## config.mk

```make
export PLATFORM = sky130hd
export DESIGN_NAME = ntt_load_ctrl
export DESIGN_NICKNAME = d
export VERILOG_FILES = /design/src/rtl/ntt_io_pkg.sv /design/src/rtl/ntt_bank_addr.sv /design/src/rtl/ntt_load_ctrl.sv
export SDC_FILE = /design/constraint.sdc
export NUM_CORES = 1
export LEC_CHECK = 0
export CORE_UTILIZATION = 39
export CTS_BUF_LIST = sky130_fd_sc_hd__clkbuf_8
export CTS_CLUSTER_DIAMETER = 30
export DETAILED_ROUTE_END_ITERATION = 8
export HOLD_SLACK_MARGIN = 0.15
export PLACE_DENSITY = 0.66
export SLEW_MARGIN = 10
export SYNTH_ARGS = -nofsm -noshare
export SYNTH_HDL_FRONTEND = slang
export SYNTH_SLANG_ARGS = --single-unit
```

## constraint.sdc

```tcl
create_clock -name clk -period 4.55 [get_ports clk]
set_clock_uncertainty 0.1 [all_clocks]
set_input_delay 1.365 -clock clk [delete_from_list [all_inputs] [get_ports clk]]
set_output_delay 1.365 -clock clk [all_outputs]
set_load 0.02 [all_outputs]
```

## src/rtl/ntt_io_pkg.sv

```systemverilog
// Op codes, load FSM states and sizing helpers shared by the NTT host load path.
package ntt_io_pkg;

  localparam logic [4:0] OP_LOAD_PARAM = 5'b00001;
  localparam logic [4:0] OP_LOAD_TW    = 5'b00010;
  localparam logic [4:0] OP_LOAD_DATA  = 5'b00011;

  typedef enum logic [1:0] {
    ST_IDLE  = 2'd0,
    ST_PARAM = 2'd1,
    ST_TW    = 2'd2,
    ST_DATA  = 2'd3
  } load_state_e;

  function automatic int npe_of(input int pe_depth);
    return 32'sd1 << pe_depth;
  endfunction

  function automatic int tw_capacity(input int pe_depth, input int bram_depth);
    return npe_of(pe_depth) * (32'sd1 << bram_depth);
  endfunction

  // Word index must span both a 12-bit twiddle count and one full ring.
  function automatic int cnt_width(input int max_ring_depth);
    return (max_ring_depth + 1 > 13) ? max_ring_depth + 1 : 13;
  endfunction

endpackage

```

## src/rtl/ntt_bank_addr.sv

```systemverilog
// Maps a stream word position to its one-hot PE bank and bank-local address.
module ntt_bank_addr
  import ntt_io_pkg::*;
#(
  parameter int PE_DEPTH   = 4,
  parameter int BRAM_DEPTH = 8,
  parameter int CNT_W      = 13,
  parameter int PW         = 1
) (
  input  logic                       data_mode,
  input  logic [PW-1:0]              poly_idx,
  input  logic [CNT_W-1:0]           word_idx,
  input  logic [3:0]                 ring_depth,
  output logic [(2**PE_DEPTH)-1:0]   bank_oh,
  output logic [BRAM_DEPTH-1:0]      addr
);

  localparam int NPE = 2**PE_DEPTH;

  logic [CNT_W-1:0] row_s;
  logic [CNT_W-1:0] base_s;
  logic [3:0]       shamt_s;

  // Each polynomial occupies 2^(ring_depth-PE_DEPTH) rows of every bank.
  always_comb begin
    bank_oh = NPE'(1) << word_idx[PE_DEPTH-1:0];
    row_s   = word_idx >> PE_DEPTH;
    shamt_s = ring_depth - 4'(PE_DEPTH);
    if (data_mode) begin
      base_s = CNT_W'(poly_idx) << shamt_s;
    end else begin
      base_s = '0;
    end
    addr = BRAM_DEPTH'(base_s + row_s);
  end

endmodule

```

## src/rtl/ntt_load_ctrl.sv

```systemverilog
// Host load controller: decodes load op codes and scatters the din0 stream into
// parameter registers and per-PE twiddle/data BRAM banks.
module ntt_load_ctrl
  import ntt_io_pkg::*;
#(
  parameter int DATA_W         = 32,
  parameter int PE_DEPTH       = 4,
  parameter int MAX_RING_DEPTH = 10,
  parameter int NPOLY          = 2,
  parameter int BRAM_DEPTH     = 8
) (
  input  logic                         clk,
  input  logic                         reset,
  input  logic [4:0]                   OP_CODE,
  input  logic                         din_valid,
  input  logic [DATA_W-1:0]            din0,
  input  logic [3:0]                   ring_depth,
  input  logic [11:0]                  tw_len,
  output logic [3:0]                   pset,
  output logic [DATA_W-1:0]            q,
  output logic [DATA_W-1:0]            n_inv,
  output logic [(2**PE_DEPTH)-1:0]     bank_we,
  output logic                         bank_sel,
  output logic [BRAM_DEPTH-1:0]        bank_addr,
  output logic [DATA_W-1:0]            bank_di,
  output logic                         busy,
  output logic                         load_done,
  output logic                         err
);

  localparam int NPE    = npe_of(PE_DEPTH);
  localparam int CNT_W  = cnt_width(MAX_RING_DEPTH);
  localparam int PW     = (NPOLY > 1) ? $clog2(NPOLY) : 1;
  localparam int TW_CAP = tw_capacity(PE_DEPTH, BRAM_DEPTH);
  localparam logic [PW-1:0] POLY_LAST = PW'(NPOLY - 1);

  load_state_e         state_q, state_d;
  logic [CNT_W-1:0]    cnt_q, cnt_d;
  logic [PW-1:0]       poly_q, poly_d;
  logic [3:0]          rd_q, rd_d;
  logic [11:0]         twl_q, twl_d;
  logic [3:0]          pset_q, pset_d;
  logic [DATA_W-1:0]   q_q, q_d, n_inv_q, n_inv_d;
  logic [NPE-1:0]      bank_we_q, bank_we_d;
  logic                bank_sel_q, bank_sel_d;
  logic [BRAM_DEPTH-1:0] bank_addr_q, bank_addr_d;
  logic [DATA_W-1:0]   bank_di_q, bank_di_d;
  logic                busy_q, busy_d, load_done_q, load_done_d, err_q, err_d;

  logic [NPE-1:0]        map_we_s;
  logic [BRAM_DEPTH-1:0] map_addr_s;
  logic [CNT_W-1:0]      ring_last_s, tw_last_s;
  logic                  rd_bad_s, tw_bad_s, finish_s;

  ntt_bank_addr #(
    .PE_DEPTH   (PE_DEPTH),
    .BRAM_DEPTH (BRAM_DEPTH),
    .CNT_W      (CNT_W),
    .PW         (PW)
  ) u_map (
    .data_mode  (state_q == ST_DATA),
    .poly_idx   (poly_q),
    .word_idx   (cnt_q),
    .ring_depth (rd_q),
    .bank_oh    (map_we_s),
    .addr       (map_addr_s)
  );

  // Next-state, counter and output computation for the load FSM.
  always_comb begin
    state_d     = state_q;
    cnt_d       = cnt_q;
    poly_d      = poly_q;
    rd_d        = rd_q;
    twl_d       = twl_q;
    pset_d      = pset_q;
    q_d         = q_q;
    n_inv_d     = n_inv_q;
    bank_we_d   = '0;
    bank_sel_d  = bank_sel_q;
    bank_addr_d = bank_addr_q;
    bank_di_d   = bank_di_q;
    busy_d      = busy_q;
    load_done_d = 1'b0;
    finish_s    = 1'b0;

    ring_last_s = (CNT_W'(1) << rd_q) - CNT_W'(1);
    tw_last_s   = CNT_W'(twl_q) - CNT_W'(1);
    rd_bad_s    = ({28'd0, ring_depth} < 32'(PE_DEPTH + 1)) ||
                  ({28'd0, ring_depth} > 32'(MAX_RING_DEPTH));
    tw_bad_s    = (tw_len == 12'd0) || ({20'd0, tw_len} > 32'(TW_CAP));

    if ((state_q != ST_IDLE) && (OP_CODE != 5'd0)) begin
      err_d = 1'b1;
    end else begin
      err_d = err_q;
    end

    case (state_q)
      ST_IDLE: begin
        cnt_d  = '0;
        poly_d = '0;
        if (OP_CODE == OP_LOAD_PARAM) begin
          state_d = ST_PARAM;
          busy_d  = 1'b1;
        end else if (OP_CODE == OP_LOAD_TW) begin
          if (tw_bad_s) begin
            err_d = 1'b1;
          end else begin
            state_d = ST_TW;
            twl_d   = tw_len;
            busy_d  = 1'b1;
          end
        end else if (OP_CODE == OP_LOAD_DATA) begin
          if (rd_bad_s) begin
            err_d = 1'b1;
          end else begin
            state_d = ST_DATA;
            rd_d    = ring_depth;
            busy_d  = 1'b1;
          end
        end else begin
          state_d = ST_IDLE;
        end
      end
      ST_PARAM: begin
        if (din_valid) begin
          case (cnt_q[1:0])
            2'd0:    pset_d  = din0[3:0];
            2'd1:    q_d     = din0;
            default: n_inv_d = din0;
          endcase
          if (cnt_q == CNT_W'(2)) begin
            finish_s = 1'b1;
          end else begin
            cnt_d = cnt_q + CNT_W'(1);
          end
        end else begin
          cnt_d = cnt_q;
        end
      end
      ST_TW, ST_DATA: begin
        if (din_valid) begin
          bank_we_d   = map_we_s;
          bank_sel_d  = (state_q == ST_DATA);
          bank_addr_d = map_addr_s;
          bank_di_d   = din0;
          if (state_q == ST_TW) begin
            if (cnt_q == tw_last_s) begin
              finish_s = 1'b1;
            end else begin
              cnt_d = cnt_q + CNT_W'(1);
            end
          end else if (cnt_q == ring_last_s) begin
            cnt_d = '0;
            if (poly_q == POLY_LAST) begin
              finish_s = 1'b1;
            end else begin
              poly_d = poly_q + PW'(1);
            end
          end else begin
            cnt_d = cnt_q + CNT_W'(1);
          end
        end else begin
          cnt_d = cnt_q;
        end
      end
      default: state_d = ST_IDLE;
    endcase

    if (finish_s) begin
      state_d     = ST_IDLE;
      cnt_d       = '0;
      poly_d      = '0;
      busy_d      = 1'b0;
      load_done_d = 1'b1;
    end else begin
      load_done_d = 1'b0;
    end
  end

  // State and registered outputs; reset clears everything including the sticky error.
  always_ff @(posedge clk) begin
    if (reset) begin
      state_q     <= ST_IDLE;
      cnt_q       <= '0;
      poly_q      <= '0;
      rd_q        <= 4'd0;
      twl_q       <= 12'd0;
      pset_q      <= 4'd0;
      q_q         <= '0;
      n_inv_q     <= '0;
      bank_we_q   <= '0;
      bank_sel_q  <= 1'b0;
      bank_addr_q <= '0;
      bank_di_q   <= '0;
      busy_q      <= 1'b0;
      load_done_q <= 1'b0;
      err_q       <= 1'b0;
    end else begin
      state_q     <= state_d;
      cnt_q       <= cnt_d;
      poly_q      <= poly_d;
      rd_q        <= rd_d;
      twl_q       <= twl_d;
      pset_q      <= pset_d;
      q_q         <= q_d;
      n_inv_q     <= n_inv_d;
      bank_we_q   <= bank_we_d;
      bank_sel_q  <= bank_sel_d;
      bank_addr_q <= bank_addr_d;
      bank_di_q   <= bank_di_d;
      busy_q      <= busy_d;
      load_done_q <= load_done_d;
      err_q       <= err_d;
    end
  end

  assign pset      = pset_q;
  assign q         = q_q;
  assign n_inv     = n_inv_q;
  assign bank_we   = bank_we_q;
  assign bank_sel  = bank_sel_q;
  assign bank_addr = bank_addr_q;
  assign bank_di   = bank_di_q;
  assign busy      = busy_q;
  assign load_done = load_done_q;
  assign err       = err_q;

endmodule

```

==> results_dict.tcl, run 1 <==
set metrics [dict create \
    synthToLayoutAreaGrowth_pct 32.8 \
    irDropWorstVdd_mv 0.175 \
    ys_seq_area_share_pct 44.8 \
    dp_cells 1266 \
    fillers 1731 \
    cts_sinks 160 \
    met3_length_mm 1.38 \
    min_period_ns 3.76 \
    start_util_pct 39.8 \
    row_count 49 \
    cp-end-kind "register" \
    crit_slowest_cell "or4_1" \
    die_area_mm2 0.0189 \
    place_ws_ns 0.828 \
    period_share_pct 82.7 \
    ioPinCount 184 \
    yosysWarnings 0 \
    final_antenna_net_count 0 \
    relSlewSlack_pct 52.9 \
    grt_pass1_wl_mm 31.8 \
    portBuffers 183 \
    chipHeight_um 137 \
    critPathMaxFanout 18 \
    grt_max_degree 67 \
    wire_per_inst_um 15.9 \
    overflow 0 \
    cp.required_ns 4.76 \
    top_layer_used "met4" \
    htree_levels 4 \
    drt-met1-wl_mm 9.10 \
    p_per_area_mw_per_mm2 284 \
    finalSetupViolations 0 \
    grt_util_all_layers_pct 21.9 \
    cts_tree "yes" \
    synth_nets 980 \
    die_w_um 137 \
    hp-class "register to register" \
    slowest_delay_ns 0.56 \
    worst_pin_slew_ns 0.707 \
    crit_path_cell_trace "or4_1 > ha_1 > or3_4 > mux2_4 > o32ai_1 > o2111ai_2 > nor4_1 > o31ai_1 > nand2b_1 > nor2_1" \
    fin_ws_ns 0.789 \
    fin_area_mm2 0.00950 \
    p_leak_nw 3.40 \
    ys_ff_latch 160 \
    nNetsFinal 1128 \
    synth_area_leaders "dfxtp_1 (45%), nand2_1 (12%), a21oi_1 (9.3%), nor2_1 (3.1%), clkbuf_1 (2.7%)" \
    synthArstFlopShare_pct 0 \
    syn-cell-area_mm2 0.00715 \
    hold_viol_final 0 \
    path_clk_slew_ns 0.09 \
    cts_hold_buffers 0 \
    synth_area_leader_cell "dfxtp_1" \
    final_cells 1298 \
    clockBufferDepth 2 \
    drtIter0Drc 431 \
    path_class "register to register" \
    fin_setup_tns_ns 0 \
    cts_resized 0 \
    cts_root_buf "clkbuf_8" \
    core-area_mm2 0.0180 \
    antenna_found_initial 0 \
    max_freq_mhz 266 \
    drive_above_1_share_pct 5.14 \
    via_per_inst 5.19 \
    synth_edf_count 0 \
    wl_met2_mm 9.65 \
    insertion_delay_ns 0.46 \
    final_max_slew_viol_count 0 \
    yosys.cell_types.count 60 \
    synth.avg_cell_area_um2 7.88 \
    gp_congestion 0.830 \
    num_vias 6738 \
    max_cap_violations 0 \
    cts_setup_buffers 0 \
    grt_setup_unrepaired "false" \
    first_pass_iters 4 \
    synth_flop_cell "dfxtp_1" \
    dp_hpwl_mm 14.4 \
    placed_area_mm2 0.00908 \
    routed_wl_mm 20.6 \
    yosysTopAreaCellShare_pct 44.8 \
    final_common_cell "nand2_1" \
    syn-instance-count 908 \
    layout.cells.most_common_list "nand2_1 (237), clkdlybuf4s50_1 (182), dfxtp_1 (160)" \
    grt_pass1_vias 6102 \
    cts-buffers-inserted 17 \
    status "completed" \
    cp-start-kind "register" \
    diodes 0 \
    critical_path_arrival_ns 3.97 \
    drcViolationCount 0 \
]
-- layer usage --
metal	vias to the layer above	global-route usage [%]
met5	-	0
met1	3129	27.5
met4	0	7.94
met3	30	5.52
li1	3375	-
met2	204	35.9
-- worst max-delay path, delay by kind of cell, from the launching register on --
| family | cells | cell delay, ns |
|---|---|---|
| AO/OA/AOI/OAI | 3 | 0.63 |
| multiplexers | 1 | 0.27 |
| adder cells (fa/ha/maj) | 1 | 0.23 |
| flip-flops | 1 | 0.49 |
| AND/OR/NAND/NOR | 5 | 1.89 |
-- synthesized netlist by cell type (all sizes together), types with 2 or more instances --
library cell / number
o21ai: 21
o2111ai: 2
a21o: 3
nand4b: 4
nand4: 2
xor2: 11
o211ai: 3
mux2: 2
xnor2: 17
nor2b: 9
a211oi: 5
and2: 7
a311oi: 3
nand2b: 4
mux2i: 14
nor3: 13
or4b: 8
or3: 8
nor4: 10
a21boi: 5
dfxtp: 160
o41ai: 2
or2: 2
a21oi: 133
buf: 14
or4: 5
o32ai: 2
o31a: 3
nand2: 237
clkbuf: 52
nand3: 12
and3: 19
a22oi: 2
inv: 19
nor2: 60
o31ai: 3
ha: 15
a31oi: 4
-- registers in the layout (all words and copies together) (netlist names), 2 cells and up --
signal and cells:
n_inv 32, bank_addr 8, state_q 2, cnt_q 13, rd_q 4, pset 4
bank_we 16, bank_di 32, twl_q 12, q 32
-- where the power goes --
part	switching, mW	leakage [nW]	internal (mW)
Combinational	0.0925	1.89	0.0806
Clock	0.585	0.216	0.523
Sequential	0.00768	1.29	1.41
Total	0.685	3.40	2.01
-- layout make-up --
cell class / instances / area (um2) / share of cell area [%]
Clock buffer: 18 / 248 / 2.61
Clock inverter: 14 / 173 / 1.82
Inverter: 19 / 71.3 / 0.751
Multi-Input combinational cell: 663 / 3600 / 37.9
Sequential cell: 160 / 3200 / 33.7
Tap cell: 229 / 287 / 3.02
Timing Repair Buffer: 195 / 1920 / 20.2
-- logic make-up after synthesis --
| family | synth area share, % |
|---|---|
| xor gates and xnor gates | 3.43 |
| adders and majority gates | 2.90 |
| buffers and inverters | 4.99 |
| AOI/OAI and AO/OA | 16.4 |
| muxes | 2.33 |
| DFF | 44.8 |
| and+or+nand+nor | 25.2 |
-- stage by stage --
stage               hold slack [ns]  util, %  total power, mW
CTS                           0.358     52.9             2.72
finish                        0.355     52.9             2.70
floorplan                     0.359        -             1.53
global placement              0.340     50.5             1.62
detailed placement            0.346     50.5             1.62
global route                  0.373     52.9             2.79
-- worst paths after layout --
| path | depth (start not counted) | slack (ns) | end | startpoint |
|---|---|---|---|---|
| max | 10 | 0.79 | state_q[1] | rd_q[2] |
| min | 2 | 0.36 | bank_addr[6] | bank_addr[6] |
| max reg2reg | 10 | 0.79 | state_q[1] | rd_q[2] |
| min reg2reg | 2 | 0.36 | bank_addr[6] | bank_addr[6] |
Power figures use the tool's default switching activity.
==> run 2, diff against run 1 <==
clock period = 3.87 ns   (was 4.55 ns; I/O delays follow)
==> run 2 against run 1 <==
Against the previous run: worst setup slack worse by 0.41 ns; combinational power increased by 22%; cell area is 0.36% higher; clock power increased by 12%; fmax increased by 7.7%; critical path type unchanged; critical path depth is 1 higher; highest routed layer unchanged; total power rose by 15%.
==> results_dict.tcl, run 2 (synthesis results as in run 1) <==
set metrics [dict create \
    status "completed" \
    pwr-share-clk_pct 39.8 \
    cp.required_ns 4.16 \
    fillers 1739 \
    final_max_slew_viol_count 0 \
    worst_pin_slew_ns 0.693 \
    synthToLayoutAreaGrowth_pct 33.3 \
    cts-buffers-inserted 17 \
    path_class "register to register" \
    grt_setup_unrepaired "false" \
    p_sw_mw 0.778 \
    max_freq_mhz 286 \
    multi_input_area_mm2 0.00360 \
    irDropWorstVdd_mv 0.200 \
    cts_resized 0 \
    dp_hpwl_mm 14.7 \
    wire_per_inst_um 16.1 \
    critical_path_arrival_ns 3.78 \
    p_int_mw 2.33 \
    overflow 0 \
    slowest_delay_ns 0.53 \
    cp.buffers_inverters 1 \
    holdWs_ns 0.356 \
    cts_hold_buffers 0 \
    utilization_pct 53.1 \
    fin_setup_tns_ns 0 \
    gp_congestion 0.865 \
    finalSetupViolations 0 \
    antenna_found_initial 0 \
    portBuffers 183 \
    cts_setup_buffers 0 \
    insertion_delay_ns 0.46 \
    drive_above_1_share_pct 5.85 \
    cts_root_buf "clkbuf_8" \
    final_antenna_net_count 0 \
    path_clk_slew_ns 0.09 \
    ioPinCount 184 \
    cts_tree "yes" \
    seqPwrFrac_pct 53.4 \
    grt_max_degree 47 \
    crit_family "simple AND/OR/NAND/NOR gates" \
    whs_endpoint "q[9]" \
    final_cells 1306 \
    min_path_cells 2 \
    start_util_pct 39.8 \
    nNetsFinal 1136 \
    min_from "q[9]" \
    p_comb_share_pct 6.8 \
    path_depth 11 \
    min_period_ns 3.49 \
    crit_slowest_cell "or4_1" \
    routed_wl_mm 21.0 \
    seqCellArea_mm2 0.00320 \
    period_share_pct 90.2 \
    row_count 49 \
    critPathMaxFanout 10 \
    num_vias 6687 \
    p_per_area_mw_per_mm2 326 \
    grt_pass1_vias 6124 \
    die_area_mm2 0.0189 \
    diodes 0 \
    grt_util_all_layers_pct 22.3 \
    first_pass_iters 5 \
    max_cap_violations 0 \
    hold_viol_final 0 \
    cp-end-kind "register" \
    drcViolationCount 0 \
    chipHeight_um 137 \
    layout.cells.most_common_list "nand2_1 (237), clkdlybuf4s50_1 (182), dfxtp_1 (160)" \
    clockBufferDepth 2 \
    cts_sinks 160 \
    via_per_inst 5.12 \
    htree_levels 4 \
    relSlewSlack_pct 53.8 \
    cp-start-kind "register" \
    drtIter0Drc 411 \
    dp_cells 1274 \
    ff2ff_setup_slack_ns 0.38 \
    crit_path_cell_trace "or4_1 > ha_1 > or3_4 > mux2_4 > o221a_1 > o2111ai_2 > nor4_1 > o31ai_1 > nand2b_1 > buf_4 > a21oi_1" \
    p_leak_nw 3.41 \
    sw_frac_of_total_pct 25.0 \
    final_common_cell "nand2_1" \
    die_w_um 137 \
    core-area_mm2 0.0180 \
    grt_pass1_wl_mm 32.5 \
    p_total_mw 3.11 \
    hp-class "register to register" \
    reg2reg_depth 11 \
    r2r_start "rd_q[2]" \
    r2r_end "cnt_q[6]" \
]
[run 2: through the flow]
stage	area (um2)	worst slack, ns
2_1_floorplan	7150	0.456
5_1_grt	9530	0.155
4_1_cts	9530	0.356
3_3_place_gp	9140	0.495
6_report	9530	0.379
3_5_place_dp	9140	0.392
[run 2: power by group through the flow]
stage	registers [mW]	clock network, mW	logic, mW
4_1_cts	1.66	1.27	0.210
5_1_grt	1.66	1.33	0.229
2_1_floorplan	1.71	0	0.0938
6_report	1.66	1.24	0.211
3_5_place_dp	1.70	0	0.209
3_3_place_gp	1.70	0	0.209
[run 2: final cells by class]
class                   instances  area share [%]
multi-input cells             663            37.7
clock buffers                  17            2.46
clock inverters                15            1.68
repair buffers                203            20.8
well taps                     229            3.01
inverters                      19           0.748
flip-flops and latches        160            33.6
[run 2: worst max path at each step]
stage                 start         to  slack, ns
finish              rd_q[2]   cnt_q[6]       0.38
CTS                 rd_q[2]   cnt_q[6]       0.36
global placement    rd_q[2]   cnt_q[3]       0.49
detailed placement  rd_q[2]   cnt_q[6]       0.39
floorplan           rd_q[0]  cnt_q[10]       0.46
global route        rd_q[2]   cnt_q[4]       0.15
[run 2: worst min-delay path: stages (launching register included)]
cell and delay (ns):
dfxtp_1 0.32, nand2_1 0.05, a21oi_1 0.05
[run 2: routing by layer]
layer	wire length, um	global-route usage [%]	part of all wire, %	vias to the layer above
li1	-	-	-	3371
met1	9230	28.2	44	3082
met2	10000	37.6	48	205
met3	1400	5.04	6.7	29
met4	300	6.84	1.4	0
met5	0	0	0	-
==> variant (settings of run 1) <==
`MAX_RING_DEPTH`: 10 -> 11.
--- a/src/rtl/ntt_load_ctrl.sv
+++ b/src/rtl/ntt_load_ctrl.sv
@@ -7,3 +7,3 @@
   parameter int PE_DEPTH       = 4,
-  parameter int MAX_RING_DEPTH = 10,
+  parameter int MAX_RING_DEPTH = 11,
   parameter int NPOLY          = 2,
Formal check against the unedited RTL: not equivalent (Yosys sat finds a counterexample within 4 cycles, from zero or initial values and one cycle with reset high).
==> variant against run 1 <==
Setup slack got worse by 0.087 ns; sequential share of layout area fell by 0.95 points; utilization is 0.98 points lower; global-route usage decreased by 0.40 points; critical path depth rose by 1; area after synthesis rose by 5.7%; routed wire length is 3.9% higher; sequential cell count did not move; total power shrank 3.5%; maximum frequency shrank 2.3%; design area up 2.9%; largest power group unchanged.
==> variant: results (changes against run 1) <==
most area-consuming cells after synthesis = sky130_fd_sc_hd__dfxtp_1 (42%), sky130_fd_sc_hd__nand2_1 (11%), sky130_fd_sc_hd__a21oi_1 (7.7%) (was sky130_fd_sc_hd__dfxtp_1 (45%), sky130_fd_sc_hd__nand2_1 (12%), sky130_fd_sc_hd__a21oi_1 (9.3%))
number of flip-flops and latches = 160 (unchanged)
Avg WL per Cell = 16.0 microns (was 15.9 microns)
R2R Setup Slk = 0.70 ns (was 0.79 ns)
mean number of vias per cell = 5.15 (was 5.19)
Peak VDD IR = 163 uV (was 175 uV)
worst-path fanout max = 23 (was 18)
startpoint of the lowest-slack register-to-register path = rd_q[1] (was rd_q[2])
first-pass detailed-route iteration total = 6 (was 4)
non-clock inverter total of the final layout = 18 (was 19)
ranking of synthesized cells by instance count = sky130_fd_sc_hd__nand2_1 (225), sky130_fd_sc_hd__dfxtp_1 (160), sky130_fd_sc_hd__a21oi_1 (117) (was sky130_fd_sc_hd__nand2_1 (237), sky130_fd_sc_hd__dfxtp_1 (160), sky130_fd_sc_hd__a21oi_1 (133))
global placer's final weighted congestion = 0.864 (was 0.830)
worst slew slack as a fraction of its limit = 0.314 (was 0.529)
final-layout non-clock buffer area share = 0.196 (was 0.202)
number of cells after detailed placement = 1310 (was 1266)
number of global-route vias before repair = 6262 (was 6102)
number of instances in the synthesized netlist = 923 (was 908)
number of clock buffer instances in the layout = 17 (was 18)
flip-flop and latch share of the layout cell area = 0.328 (was 0.337)
worst-case hold path end point = q[15] (was bank_addr[6])
largest incremental delay on the critical path = 0.69 ns (was 0.56 ns)
count of nets after finishing = 1141 (was 1128)
Detail Route met2 WL = 9880 microns (was 9650 microns)
result of the run = finished clean (unchanged)
Worst Hold Margin = 0.355 ns (about the same)
variant: changes by cell type in the layout (fill, tap and decap cells not counted), sizes merged, moves of 5 or more:
| cell | run 1 | this run |
|---|---|---|
| and2 | 7 | 12 |
| or4b | 8 | 0 |
| a21oi | 133 | 118 |
| nor4 | 10 | 16 |
| o311ai | 0 | 8 |
| o21a | 1 | 8 |
| o211a | 1 | 9 |
| nand2 | 237 | 225 |
| nor4b | 1 | 12 |
| nand4 | 2 | 11 |
variant: kinds of logic after synthesis:
| family | Yosys count | synth area share |
|---|---|---|
| simple gates | 414 | 0.259 |
| compound gates | 209 | 0.180 |
| flops | 160 | 0.424 |
| buf+inv | 86 | 0.0626 |
| xor+xnor | 20 | 0.0232 |
| mux | 18 | 0.0240 |
| fa+ha+maj | 16 | 0.0275 |
variant: report_power, final:
group	switching, mW	internal, mW
logic	0.100	0.0847
clock network	0.562	0.439
registers	0.00968	1.41
total	0.672	1.93
